$ cat src/rtl/perf_cnt_pckg.sv
// ---------------------------------------------------------------------------
// perf_cnt_pckg
// Shared constants and types for the performance-counter bank.
//   - counter count/width defaults and the per-event index offsets
//   - register map: base CTRL address of each counter, top of the window
//   - CTRL bit positions, word offsets within a counter's 12-byte slot
//   - perf_ctrl_t: packed view of the CTRL word
//   - perf_word_addr(): byte address of word <word> of counter <idx>
// ---------------------------------------------------------------------------
package perf_cnt_pckg;

    // Bank geometry
    localparam int C_PERF_CNT_CNT = 4;
    localparam int C_PERF_CNT_WDT = 48;

    // Index of each event in perf_evnt_in
    localparam int C_PERF_RUN_OFFSET         = 0;
    localparam int C_PERF_INSTR_OFFSET       = 1;
    localparam int C_PERF_MEM_STALL_OFFSET   = 2;
    localparam int C_PERF_CACHE_STALL_OFFSET = 3;

    // Word offsets inside one counter's slot
    localparam logic [31:0] C_PERF_WORD_CTRL  = 32'd0;
    localparam logic [31:0] C_PERF_WORD_LH    = 32'd4;
    localparam logic [31:0] C_PERF_WORD_UH    = 32'd8;
    localparam logic [31:0] C_PERF_CNT_STRIDE = 32'd12;

    // Register map
    localparam logic [31:0] C_PERF_RUN_CTRL_REG_ADDR         = 32'h0000_0100;
    localparam logic [31:0] C_PERF_INSTR_CTRL_REG_ADDR       = 32'h0000_010C;
    localparam logic [31:0] C_PERF_MEM_STALL_CTRL_REG_ADDR   = 32'h0000_0118;
    localparam logic [31:0] C_PERF_CACHE_STALL_CTRL_REG_ADDR = 32'h0000_0124;
    localparam logic [31:0] C_PERF_CACHE_STALL_UH_REG_ADDR   = 32'h0000_012C;

    // CTRL bit positions
    localparam int C_PERF_CTRL_EN_BIT  = 0;
    localparam int C_PERF_CTRL_CLR_BIT = 1;
    localparam int C_PERF_CTRL_OVF_BIT = 2;

    typedef struct packed {
        logic [28:0] rsvd;
        logic        ovf;
        logic        clr;
        logic        en;
    } perf_ctrl_t;

    function automatic logic [31:0] perf_word_addr(input int idx, input logic [31:0] word);
        return C_PERF_RUN_CTRL_REG_ADDR + (C_PERF_CNT_STRIDE * 32'(idx)) + word;
    endfunction

endpackage

$ cat src/rtl/perf_cnt_unit.sv
// ---------------------------------------------------------------------------
// perf_cnt_unit
// One event counter with enable, clear pulse, wrap-around overflow flag and
// the upper-half shadow register used for coherent LH/UH read pairs.
// Ports:
//   clk, rst_n    : clock, asynchronous active-low reset
//   evnt          : event for this counter (counted when EN=1)
//   ctrl_wr       : CTRL word of this counter is being written this cycle
//   ctrl_wr_bits  : write data bits [2:0] (EN, CLR, OVF-W1C)
//   lh_rd         : LH word of this counter is being read this cycle
//   cnt_lo        : counter bits 31:0
//   en, ovf       : current EN and OVF state
//   shadow        : upper counter bits latched by the last LH read
// ---------------------------------------------------------------------------
module perf_cnt_unit
    import perf_cnt_pckg::*;
#(
    parameter int C_CNT_WDT = C_PERF_CNT_WDT
) (
    input  logic                  clk,
    input  logic                  rst_n,
    input  logic                  evnt,
    input  logic                  ctrl_wr,
    input  logic [2:0]            ctrl_wr_bits,
    input  logic                  lh_rd,
    output logic [31:0]           cnt_lo,
    output logic                  en,
    output logic                  ovf,
    output logic [C_CNT_WDT-33:0] shadow
);

    logic [C_CNT_WDT-1:0]  cnt_q;
    logic                  en_q;
    logic                  ovf_q;
    logic [C_CNT_WDT-33:0] shadow_q;

    logic clr_req;
    logic ovf_w1c;
    logic inc;
    logic wrap;

    // EN in use this cycle is the registered one, so a CTRL write only
    // affects counting from the following cycle.
    assign clr_req = ctrl_wr & ctrl_wr_bits[C_PERF_CTRL_CLR_BIT];
    assign ovf_w1c = ctrl_wr & ctrl_wr_bits[C_PERF_CTRL_OVF_BIT];
    assign inc     = en_q & evnt;
    // A clear drops the coincident event, so no wrap can happen then.
    assign wrap    = inc & ~clr_req & (&cnt_q);

    // Stage boundary: counter state updated at the clock edge
    always_ff @(posedge clk or negedge rst_n) begin
        if (!rst_n) begin
            cnt_q    <= '0;
            en_q     <= 1'b0;
            ovf_q    <= 1'b0;
            shadow_q <= '0;
        end else begin
            if (clr_req) begin
                cnt_q <= '0;
            end else if (inc) begin
                cnt_q <= cnt_q + C_CNT_WDT'(1);
            end

            if (ctrl_wr) begin
                en_q <= ctrl_wr_bits[C_PERF_CTRL_EN_BIT];
            end

            // Wrap has priority over the software clear of OVF.
            if (wrap) begin
                ovf_q <= 1'b1;
            end else if (ovf_w1c) begin
                ovf_q <= 1'b0;
            end

            // Latch the pre-update upper bits so they pair with the LH value.
            if (lh_rd) begin
                shadow_q <= cnt_q[C_CNT_WDT-1:32];
            end
        end
    end

    assign cnt_lo = cnt_q[31:0];
    assign en     = en_q;
    assign ovf    = ovf_q;
    assign shadow = shadow_q;

endmodule

$ cat src/rtl/perf_cnt_bank.sv
// ---------------------------------------------------------------------------
// perf_cnt_bank
// Bank of C_CNT_NUM performance counters behind a simple register port.
// Each counter owns three words: CTRL (+0), LH (+4), UH (+8), with a
// 12-byte stride starting at C_PERF_RUN_CTRL_REG_ADDR.
// Ports:
//   clk, rst_n      : clock, asynchronous active-low reset
//   perf_evnt_in    : one event bit per counter
//   regmap_wr_en    : write strobe; regmap_wr_addr/regmap_wr_data
//   regmap_rd_en    : read strobe; regmap_rd_addr
//   regmap_rd_data  : read data, valid (and non-zero only) with regmap_rd_vld
//   regmap_rd_vld   : one cycle after each regmap_rd_en
// ---------------------------------------------------------------------------
module perf_cnt_bank
    import perf_cnt_pckg::*;
#(
    parameter int C_CNT_NUM = C_PERF_CNT_CNT,
    parameter int C_CNT_WDT = C_PERF_CNT_WDT
) (
    input  logic                 clk,
    input  logic                 rst_n,
    input  logic [C_CNT_NUM-1:0] perf_evnt_in,
    input  logic                 regmap_wr_en,
    input  logic [31:0]          regmap_wr_addr,
    input  logic [31:0]          regmap_wr_data,
    input  logic                 regmap_rd_en,
    input  logic [31:0]          regmap_rd_addr,
    output logic [31:0]          regmap_rd_data,
    output logic                 regmap_rd_vld
);

    perf_ctrl_t            wr_ctrl;
    logic [2:0]            wr_ctrl_bits;
    logic                  unused_wr_rsvd;

    logic [C_CNT_NUM-1:0]  ctrl_wr_p0;
    logic [C_CNT_NUM-1:0]  lh_rd_p0;
    logic [C_CNT_NUM-1:0]  cnt_en;
    logic [C_CNT_NUM-1:0]  cnt_ovf;
    logic [31:0]           cnt_lo [C_CNT_NUM];
    logic [C_CNT_WDT-33:0] cnt_shadow [C_CNT_NUM];

    perf_ctrl_t            ctrl_rd_p0;
    logic [31:0]           rd_data_p0;
    logic [31:0]           rd_data_p1;
    logic                  rd_vld_p1;

    assign wr_ctrl        = perf_ctrl_t'(regmap_wr_data);
    assign wr_ctrl_bits   = {wr_ctrl.ovf, wr_ctrl.clr, wr_ctrl.en};
    assign unused_wr_rsvd = ^wr_ctrl.rsvd;

    // Stage p0: address decode. Exact matches against aligned word
    // addresses make unaligned and out-of-window accesses fall through,
    // so LH/UH writes and stray addresses are ignored naturally.
    always_comb begin
        ctrl_wr_p0 = '0;
        lh_rd_p0   = '0;
        for (int k = 0; k < C_CNT_NUM; k++) begin
            ctrl_wr_p0[k] = regmap_wr_en && (regmap_wr_addr == perf_word_addr(k, C_PERF_WORD_CTRL));
            lh_rd_p0[k]   = regmap_rd_en && (regmap_rd_addr == perf_word_addr(k, C_PERF_WORD_LH));
        end
    end

    // Stage p0: read mux over the pre-update counter state.
    always_comb begin
        rd_data_p0 = '0;
        ctrl_rd_p0 = '0;
        for (int k = 0; k < C_CNT_NUM; k++) begin
            if (regmap_rd_addr == perf_word_addr(k, C_PERF_WORD_CTRL)) begin
                ctrl_rd_p0     = '0;
                ctrl_rd_p0.en  = cnt_en[k];
                ctrl_rd_p0.ovf = cnt_ovf[k];
                rd_data_p0     = ctrl_rd_p0;
            end else if (regmap_rd_addr == perf_word_addr(k, C_PERF_WORD_LH)) begin
                rd_data_p0 = cnt_lo[k];
            end else if (regmap_rd_addr == perf_word_addr(k, C_PERF_WORD_UH)) begin
                rd_data_p0                  = '0;
                rd_data_p0[C_CNT_WDT-33:0]  = cnt_shadow[k];
            end
        end
    end

    for (genvar k = 0; k < C_CNT_NUM; k++) begin : g_cnt
        perf_cnt_unit #(
            .C_CNT_WDT (C_CNT_WDT)
        ) u_cnt (
            .clk          (clk),
            .rst_n        (rst_n),
            .evnt         (perf_evnt_in[k]),
            .ctrl_wr      (ctrl_wr_p0[k]),
            .ctrl_wr_bits (wr_ctrl_bits),
            .lh_rd        (lh_rd_p0[k]),
            .cnt_lo       (cnt_lo[k]),
            .en           (cnt_en[k]),
            .ovf          (cnt_ovf[k]),
            .shadow       (cnt_shadow[k])
        );
    end

    // Stage p1: registered read response, zero whenever not valid.
    always_ff @(posedge clk or negedge rst_n) begin
        if (!rst_n) begin
            rd_vld_p1  <= 1'b0;
            rd_data_p1 <= '0;
        end else begin
            rd_vld_p1  <= regmap_rd_en;
            rd_data_p1 <= regmap_rd_en ? rd_data_p0 : '0;
        end
    end

    assign regmap_rd_data = rd_data_p1;
    assign regmap_rd_vld  = rd_vld_p1;

endmodule
$ cat config.mk
export PLATFORM = sky130hd
export DESIGN_NAME = perf_cnt_bank
export DESIGN_NICKNAME = d
export VERILOG_FILES = /design/src/rtl/perf_cnt_pckg.sv /design/src/rtl/perf_cnt_unit.sv /design/src/rtl/perf_cnt_bank.sv
export SDC_FILE = /design/constraint.sdc
export NUM_CORES = 1
export LEC_CHECK = 0
export CAP_MARGIN = 25
export CORE_UTILIZATION = 53
export DETAILED_ROUTE_END_ITERATION = 12
export GPL_ROUTABILITY_DRIVEN = 0
export HOLD_SLACK_MARGIN = 0.15
export PLACE_DENSITY = 0.82
export SKIP_CTS_REPAIR_TIMING = 1
export SLEW_MARGIN = 20
export SYNTH_ARGS = -nofsm -noshare
export SYNTH_HDL_FRONTEND = slang
export SYNTH_HIERARCHICAL = 1
export SYNTH_SLANG_ARGS = --single-unit
$ cat constraint.sdc
create_clock -name clk -period 5.3 [get_ports clk]
set_input_delay 0.795 -clock clk [delete_from_list [all_inputs] [get_ports clk]]
set_output_delay 0.795 -clock clk [all_outputs]
set_load 0.01 [all_outputs]
==> run_summary.xml, run 1 <==
<?xml version="1.0" encoding="UTF-8"?>
<metrics>
  <group name="status">
    <metric name="run_status" unit="">complete, no violations</metric>
  </group>
  <group name="worst_setup_path">
    <metric name="worstReg2RegStart" unit="">g_cnt[2].u_cnt/en</metric>
    <metric name="crit_arrival" unit="ns">4.27</metric>
    <metric name="reg2reg_to" unit="">g_cnt[2].u_cnt/ovf</metric>
    <metric name="cp-start-kind" unit="">input port</metric>
    <metric name="ff2ff_path_depth" unit="">4</metric>
    <metric name="timing.critical_path.slowest_cell_delay" unit="ns">0.88</metric>
    <metric name="crit_path_max_fanout" unit="">18</metric>
    <metric name="worstPathCellList" unit="">clkdlybuf4s50_1, or4b_1, nor3_4, and3_1, mux2_2</metric>
    <metric name="end_kind" unit="">flip-flop</metric>
    <metric name="worst_path_max_delay_cell" unit="">clkdlybuf4s50_1</metric>
    <metric name="worst_path_dominant_cell_family" unit="">simple AND/OR/NAND/NOR gates</metric>
    <metric name="r2r_slack" unit="ns">2.54</metric>
    <metric name="critical_path_buf_inv_count" unit="">1</metric>
    <metric name="crit_required" unit="ns">5.74</metric>
    <metric name="timing_worst_setup_path_type" unit="">input port to flip-flop</metric>
  </group>
  <group name="power">
    <metric name="pwr_density_cell" unit="nW/µm²">245</metric>
    <metric name="report.power.total" unit="mW">4.68</metric>
    <metric name="power.ir.vdd_worst" unit="mV">0.235</metric>
    <metric name="cellLeakagePower" unit="nW">7.54</metric>
  </group>
  <group name="place">
    <metric name="placed_cells_incl_taps" unit="">2199</metric>
    <metric name="portBuffers" unit="">107</metric>
    <metric name="place_hpwl" unit="mm">34.2</metric>
  </group>
  <group name="timing">
    <metric name="tightest_slew" unit="ns">0.929</metric>
    <metric name="grt_setup_unrepaired" unit="">false</metric>
    <metric name="fin_setup_tns" unit="ns">0</metric>
    <metric name="timing_hold_violations_final" unit="">0</metric>
    <metric name="final_max_slew_viol_count" unit="">0</metric>
    <metric name="post_layout_min_period" unit="ns">3.82</metric>
    <metric name="max_slew_margin" unit="%">37.9</metric>
    <metric name="holdWs" unit="ns">0.313</metric>
    <metric name="setup_viol" unit="">0</metric>
    <metric name="layout_worst_path_cycle_share" unit="%">72.1</metric>
    <metric name="achievable-frequency" unit="MHz">262</metric>
    <metric name="fin_worst_skew" unit="ns">0.0119</metric>
  </group>
  <group name="cells_and_area">
    <metric name="final_cell_count_no_fill" unit="">2257</metric>
    <metric name="multiInputGateArea" unit="µm²">8780</metric>
    <metric name="flow.area_growth_from_synthesis" unit="%">7.25</metric>
    <metric name="ff_latch_area" unit="µm²">7430</metric>
    <metric name="drive_gt1_share" unit="%">10.6</metric>
    <metric name="nets" unit="">1900</metric>
    <metric name="n_fill_cell" unit="">2774</metric>
    <metric name="n_diodes" unit="">0</metric>
  </group>
  <group name="clocking">
    <metric name="tritoncts" unit="">yes</metric>
    <metric name="cts.clk_slew.worst_paths" unit="ns">0.06</metric>
    <metric name="cts_made_buffers" unit="">31</metric>
    <metric name="htree_num_levels" unit="">1</metric>
    <metric name="clock_tree.buffer_depth" unit="">3</metric>
    <metric name="worstSkewPairLatency" unit="ns">0.57</metric>
    <metric name="cts_root_buffer" unit="">clkbuf_16</metric>
    <metric name="clock-sinks" unit="">297</metric>
  </group>
  <group name="global_route">
    <metric name="grt_pass1_vias" unit="">14200</metric>
    <metric name="grt_overflow" unit="">0</metric>
    <metric name="antenna_found_initial" unit="">1</metric>
    <metric name="grt_max_degree" unit="">113</metric>
    <metric name="grt_first_pass_wirelength" unit="mm">76.6</metric>
    <metric name="groute.usage.overall" unit="%">28.2</metric>
  </group>
  <group name="drt">
    <metric name="via_per_inst" unit="">6.72</metric>
    <metric name="drt_drc_violations_left" unit="">0</metric>
    <metric name="ant_nets" unit="">0</metric>
    <metric name="drtIter0Drc" unit="">1934</metric>
    <metric name="vias" unit="">15200</metric>
    <metric name="finalWirelength" unit="mm">48.6</metric>
    <metric name="routed_length_per_placed_instance" unit="µm">21.5</metric>
    <metric name="detail_route.first_pass.iterations" unit="">9</metric>
  </group>
  <group name="floorplanning">
    <metric name="chipWidth" unit="µm">185</metric>
    <metric name="num_io_pins" unit="">137</metric>
    <metric name="initial_utilization" unit="%">54.3</metric>
    <metric name="die_h" unit="µm">185</metric>
    <metric name="placement_row_count" unit="">66</metric>
    <metric name="core_area" unit="µm²">32900</metric>
    <metric name="fp.dieArea" unit="µm²">34400</metric>
  </group>
  <group name="synth">
    <metric name="synth_area" unit="µm²">17800</metric>
    <metric name="ys_flop_type" unit="">dfrtp_1</metric>
    <metric name="number_of_synthesized_register_bits" unit="">297</metric>
    <metric name="synth.avg_cell_area" unit="µm²">9.42</metric>
    <metric name="ys_async_rst_share" unit="%">100</metric>
    <metric name="synth_cell_type_count" unit="">59</metric>
    <metric name="post_synthesis_instance_total" unit="">1894</metric>
    <metric name="syn-num-nets" unit="">2002</metric>
    <metric name="sequential_fraction_of_the_synthesis_area" unit="%">41.7</metric>
    <metric name="yosys_warnings" unit="">6</metric>
    <metric name="synth_edf_count" unit="">0</metric>
  </group>
  <group name="job">
    <metric name="maxCapViolCount" unit="">0</metric>
  </group>
  <group name="worst_hold_path">
    <metric name="hp-class" unit="">input port to async pin</metric>
  </group>
</metrics>
==> cell type report <==
cell class	count	share of cell area, %
clock buffers	48	4.86
clock inverters	8	0.602
inverters	13	0.255
multi-input cells	1320	45.9
flip-flops and latches	297	38.8
well taps	442	2.89
repair buffers	129	6.67
==> logic make-up after synthesis <==
family / synth area share (%)
flip-flops: 41.7
XOR/XNOR: 2.36
AND/OR/NAND/NOR: 25.4
multiplexers: 7.21
AO/OA/AOI/OAI: 13.7
buffers and inverters: 9.37
adder cells (fa/ha/maj): 0.281
==> metrics by stage <==
stage / util (%) / area, µm² / setup slack [ns]
global route: 58.2 / 19100 / 1.35
detailed placement: 54.9 / 18100 / 1.03
finish: 58.2 / 19100 / 1.48
global placement: 54.9 / 18000 / 1.12
floorplan: - / 17800 / 1.95
CTS: 58.1 / 19100 / 1.59
==> flip-flops by register name, summed over array words and instances (netlist names) <==
| register | cells |
|---|---|
| g_cnt.u_cnt/shadow | 64 |
| regmap_rd_vld | 1 |
| g_cnt.u_cnt/cnt_q | 192 |
| regmap_rd_data | 32 |
| g_cnt.u_cnt/en | 4 |
| g_cnt.u_cnt/ovf | 4 |
==> routing by layer <==
layer	track usage (%)	vias to the layer above	part of all wire, %
met3	5.01	131	9.3
met4	10.7	2	4.0
met1	38.6	7445	40
li1	-	6764	-
met5	0	-	0.025
met2	44.5	829	47
==> report_power, final <==
group          switching (mW)  internal (mW)
Sequential          0.0000759           2.27
Clock                   0.892           1.34
Combinational           0.114         0.0704
==> cells in the final DEF, fill, tap and decap left out, types with 29 or more instances in the layout <==
master and n:
a22oi_1 33, mux2_2 68, nor4_1 78, or3_1 29
nor2_1 89, dfrtp_1 297, mux2i_1 52, clkdlybuf4s50_1 106
a21oi_1 102, o21ai_0 56, nand3_1 74, nand2b_1 74
or4_1 76, nand2_1 171, clkbuf_16 31, o31ai_1 52
nand4_1 84
==> worst max path at each step <==
| stage | from | endpoint | slack (ns) | cells after the start |
|---|---|---|---|---|
| after global placement | regmap_rd_addr[2] | g_cnt[0].u_cnt/shadow[8] | 1.12 | 5 |
| after floorplan | regmap_rd_addr[0] | g_cnt[3].u_cnt/shadow[10] | 1.95 | 9 |
| after detailed placement | regmap_rd_addr[3] | g_cnt[0].u_cnt/shadow[8] | 1.03 | 5 |
| after global routing | regmap_rd_addr[2] | g_cnt[0].u_cnt/shadow[8] | 1.35 | 5 |
| after CTS | regmap_rd_addr[3] | g_cnt[0].u_cnt/shadow[10] | 1.59 | 5 |
| final | regmap_rd_addr[2] | g_cnt[0].u_cnt/shadow[10] | 1.48 | 5 |
==> synth_stat cells (29+ instances only) <==
cell / instances / area (µm²)
o21ai_0: 56 / 280
o31ai_1: 52 / 390
dfrtp_1: 297 / 7430
nor4_1: 79 / 494
mux2i_1: 52 / 521
nor2_1: 89 / 334
nand2b_1: 74 / 463
mux2_2: 68 / 766
or4_1: 76 / 571
nand4_1: 84 / 526
a22oi_1: 33 / 248
nand2_1: 171 / 642
or3_1: 29 / 181
buf_4: 131 / 983
nand3_1: 74 / 370
a21oi_1: 102 / 510
clkbuf_1: 91 / 342
==> worst reg2reg max path, delay by kind of cell (launching register included) <==
family	cells	cell delay (ns)
AND/OR/NAND/NOR	3	1.84
flip-flops	1	0.47
AO/OA/AOI/OAI	1	0.34
No activity file was read; power rests on OpenSTA's default activity.
==> run 2: changes to the inputs <==
==> constraint.sdc (replaced) <==
create_clock -name clk -period 3.9 [get_ports clk]
set_input_delay 0.585 -clock clk [delete_from_list [all_inputs] [get_ports clk]]
set_output_delay 0.585 -clock clk [all_outputs]
set_load 0.01 [all_outputs]
==> run 2 against run 1 <==
Worst setup slack lost 0.70 ns. First-iteration DRC count decreased by 8.2%. Cell area is 0.45% higher. Clock-buffer cell count is 5 lower. Utilization rose by 0.26 points. Final cell count is 0.84% higher. Register-to-register slack worse by 1.4 ns. Sequential power up 36%. Die area did not move. Sequential cell count unchanged. Sequential share of layout area decreased by 0.17 points. Combinational power rose by 41%. Critical endpoint is now regmap_rd_data[8]. Largest cell class unchanged. Highest routed layer unchanged.
==> run_summary.xml, run 2 (synthesis gave the netlist of run 1 again) <==
<?xml version="1.0" encoding="UTF-8"?>
<metrics>
  <group name="clocking">
    <metric name="clock_tree.buffer_depth" unit="">3</metric>
    <metric name="tritoncts" unit="">yes</metric>
    <metric name="cts_made_buffers" unit="">30</metric>
    <metric name="clock-sinks" unit="">297</metric>
    <metric name="htree_num_levels" unit="">1</metric>
    <metric name="worstSkewPairLatency" unit="ns">0.57</metric>
    <metric name="cts_root_buffer" unit="">clkbuf_16</metric>
    <metric name="cts.clk_slew.worst_paths" unit="ns">0.06</metric>
  </group>
  <group name="drt">
    <metric name="drtIter0Drc" unit="">1776</metric>
    <metric name="finalWirelength" unit="mm">49.2</metric>
    <metric name="vias" unit="">15200</metric>
    <metric name="ant_nets" unit="">0</metric>
    <metric name="detail_route.first_pass.iterations" unit="">8</metric>
    <metric name="routed_length_per_placed_instance" unit="µm">21.6</metric>
    <metric name="via_per_inst" unit="">6.70</metric>
    <metric name="drt_drc_violations_left" unit="">0</metric>
  </group>
  <group name="cells_and_area">
    <metric name="top_library_cells_by_usage_in_the_layout_fill_and_taps_aside" unit="">297 x dfrtp_1, 171 x nand2_1, 106 x clkdlybuf4s50_1, 102 x a21oi_1, 89 x nor2_1</metric>
    <metric name="registers.top_by_ff_count" unit="">g_cnt.u_cnt/cnt_q</metric>
    <metric name="finalCoreUtilization" unit="%">58.5</metric>
    <metric name="n_diodes" unit="">0</metric>
    <metric name="drive_gt1_share" unit="%">11.5</metric>
    <metric name="most_common_cell_after_layout_fill_and_taps_aside" unit="">dfrtp_1</metric>
    <metric name="largest_register_ff_count" unit="">192</metric>
    <metric name="flow.area_growth_from_synthesis" unit="%">7.73</metric>
    <metric name="nets" unit="">1920</metric>
    <metric name="n_fill_cell" unit="">2730</metric>
  </group>
  <group name="worst_setup_path">
    <metric name="cp-start-kind" unit="">input port</metric>
    <metric name="end_kind" unit="">flip-flop</metric>
    <metric name="worst_path_max_delay_cell" unit="">or4b_1</metric>
    <metric name="worstPathCellList" unit="">clkdlybuf4s50_1, buf_4, or4b_1, nor3_4, a222oi_1, a21o_1, a221oi_2</metric>
    <metric name="crit_arrival" unit="ns">3.58</metric>
    <metric name="timing_worst_setup_path_type" unit="">input port to flip-flop</metric>
    <metric name="timing.critical_path.slowest_cell_delay" unit="ns">0.90</metric>
    <metric name="crit_path_max_fanout" unit="">18</metric>
    <metric name="worstReg2RegStart" unit="">g_cnt[1].u_cnt/en</metric>
    <metric name="reg2reg_to" unit="">g_cnt[1].u_cnt/ovf</metric>
    <metric name="crit_required" unit="ns">4.37</metric>
    <metric name="r2r_slack" unit="ns">1.17</metric>
    <metric name="timing.critical_path.to" unit="">regmap_rd_data[8]</metric>
    <metric name="ff2ff_path_depth" unit="">4</metric>
    <metric name="worstSetupStartpoint" unit="">regmap_rd_addr[1]</metric>
  </group>
  <group name="power">
    <metric name="power.ir.vdd_worst" unit="mV">0.337</metric>
    <metric name="pwr_density_cell" unit="nW/µm²">325</metric>
    <metric name="cellLeakagePower" unit="nW">7.61</metric>
  </group>
  <group name="timing">
    <metric name="fin_worst_skew" unit="ns">0.00969</metric>
    <metric name="holdWs" unit="ns">0.0955</metric>
    <metric name="timing_hold_violations_final" unit="">0</metric>
    <metric name="fin_setup_tns" unit="ns">0</metric>
    <metric name="achievable-frequency" unit="MHz">321</metric>
    <metric name="post_layout_min_period" unit="ns">3.12</metric>
    <metric name="max_slew_margin" unit="%">34.9</metric>
    <metric name="setup_viol" unit="">0</metric>
    <metric name="final_max_slew_viol_count" unit="">0</metric>
    <metric name="grt_setup_unrepaired" unit="">false</metric>
    <metric name="layout_worst_path_cycle_share" unit="%">79.9</metric>
    <metric name="tightest_slew" unit="ns">0.977</metric>
  </group>
  <group name="global_route">
    <metric name="antenna_found_initial" unit="">2</metric>
    <metric name="grt_overflow" unit="">0</metric>
    <metric name="grt_max_degree" unit="">123</metric>
    <metric name="groute.usage.overall" unit="%">28.6</metric>
    <metric name="grt_first_pass_wirelength" unit="mm">77.5</metric>
    <metric name="grt_pass1_vias" unit="">14400</metric>
  </group>
  <group name="place">
    <metric name="portBuffers" unit="">107</metric>
    <metric name="place_hpwl" unit="mm">34.8</metric>
  </group>
  <group name="status">
    <metric name="run_status" unit="">complete, no violations</metric>
  </group>
  <group name="floorplanning">
    <metric name="fp.dieArea" unit="µm²">34400</metric>
    <metric name="initial_utilization" unit="%">54.3</metric>
    <metric name="core_area" unit="µm²">32900</metric>
    <metric name="placement_row_count" unit="">66</metric>
    <metric name="num_io_pins" unit="">137</metric>
    <metric name="die_h" unit="µm">185</metric>
    <metric name="chipWidth" unit="µm">185</metric>
  </group>
  <group name="worst_hold_path">
    <metric name="hp-class" unit="">input port to async pin</metric>
  </group>
  <group name="job">
    <metric name="maxCapViolCount" unit="">0</metric>
  </group>
</metrics>
==> run 2: area by class of cell <==
class | count | area, µm² | area share [%]
Clock buffer | 43 | 870 | 4.53
Clock inverter | 11 | 119 | 0.619
Tap cell | 442 | 553 | 2.88
Timing Repair Buffer | 150 | 1420 | 7.41
Multi-Input combinational cell | 1320 | 8770 | 45.6
Inverter | 13 | 48.8 | 0.254
Sequential cell | 297 | 7430 | 38.7
==> run 2: layer usage <==
| metal | up-vias | track usage (%) | wire length, µm |
|---|---|---|---|
| met3 | 143 | 6.95 | 4950 |
| li1 | 6816 | - | - |
| met5 | - | 0 | 28 |
| met4 | 4 | 11.2 | 2110 |
| met1 | 7474 | 37.9 | 19400 |
| met2 | 805 | 45.2 | 22800 |
==> run 2: worst min-delay path by stage <==
stage	start	to	slack, ns	depth (start not counted)
final	rst_n	g_cnt[2].u_cnt/cnt_q[42]	0.1	1
after global routing	rst_n	g_cnt[2].u_cnt/cnt_q[38]	0.19	1
after detailed placement	g_cnt[1].u_cnt/shadow[15]	g_cnt[1].u_cnt/shadow[15]	0.49	1
after CTS	rst_n	g_cnt[2].u_cnt/cnt_q[42]	0.15	1
after floorplan	rst_n	g_cnt[0].u_cnt/cnt_q[0]	0.29	0
after global placement	g_cnt[1].u_cnt/shadow[15]	g_cnt[1].u_cnt/shadow[15]	0.49	1
==> run 2: through the flow <==
step | std cells | worst slack (ns) | power (mW) | area, µm²
after floorplan | 1894 | 0.761 | 3.21 | 17800
after global placement | 2222 | 0.465 | 3.39 | 18200
after detailed placement | 2222 | 0.362 | 3.40 | 18200
after CTS | 2276 | 0.940 | 6.27 | 19200
after global routing | 2276 | 0.693 | 6.41 | 19200
final | 2276 | 0.784 | 6.24 | 19200
==> run 2: power by group <==
part / internal, mW / total (mW) / switching (mW)
registers: 3.08 / 3.08 / 0.000135
clock network: 1.67 / 2.90 / 1.22
logic: 0.104 / 0.260 / 0.156
==> run 2: worst max-delay path: cells and delay by family <==
| family | cells | cell delay, ns |
|---|---|---|
| and+or+nand+nor | 2 | 1.46 |
| AOI/OAI and AO/OA | 3 | 0.88 |
| buffers and inverters | 2 | 0.66 |
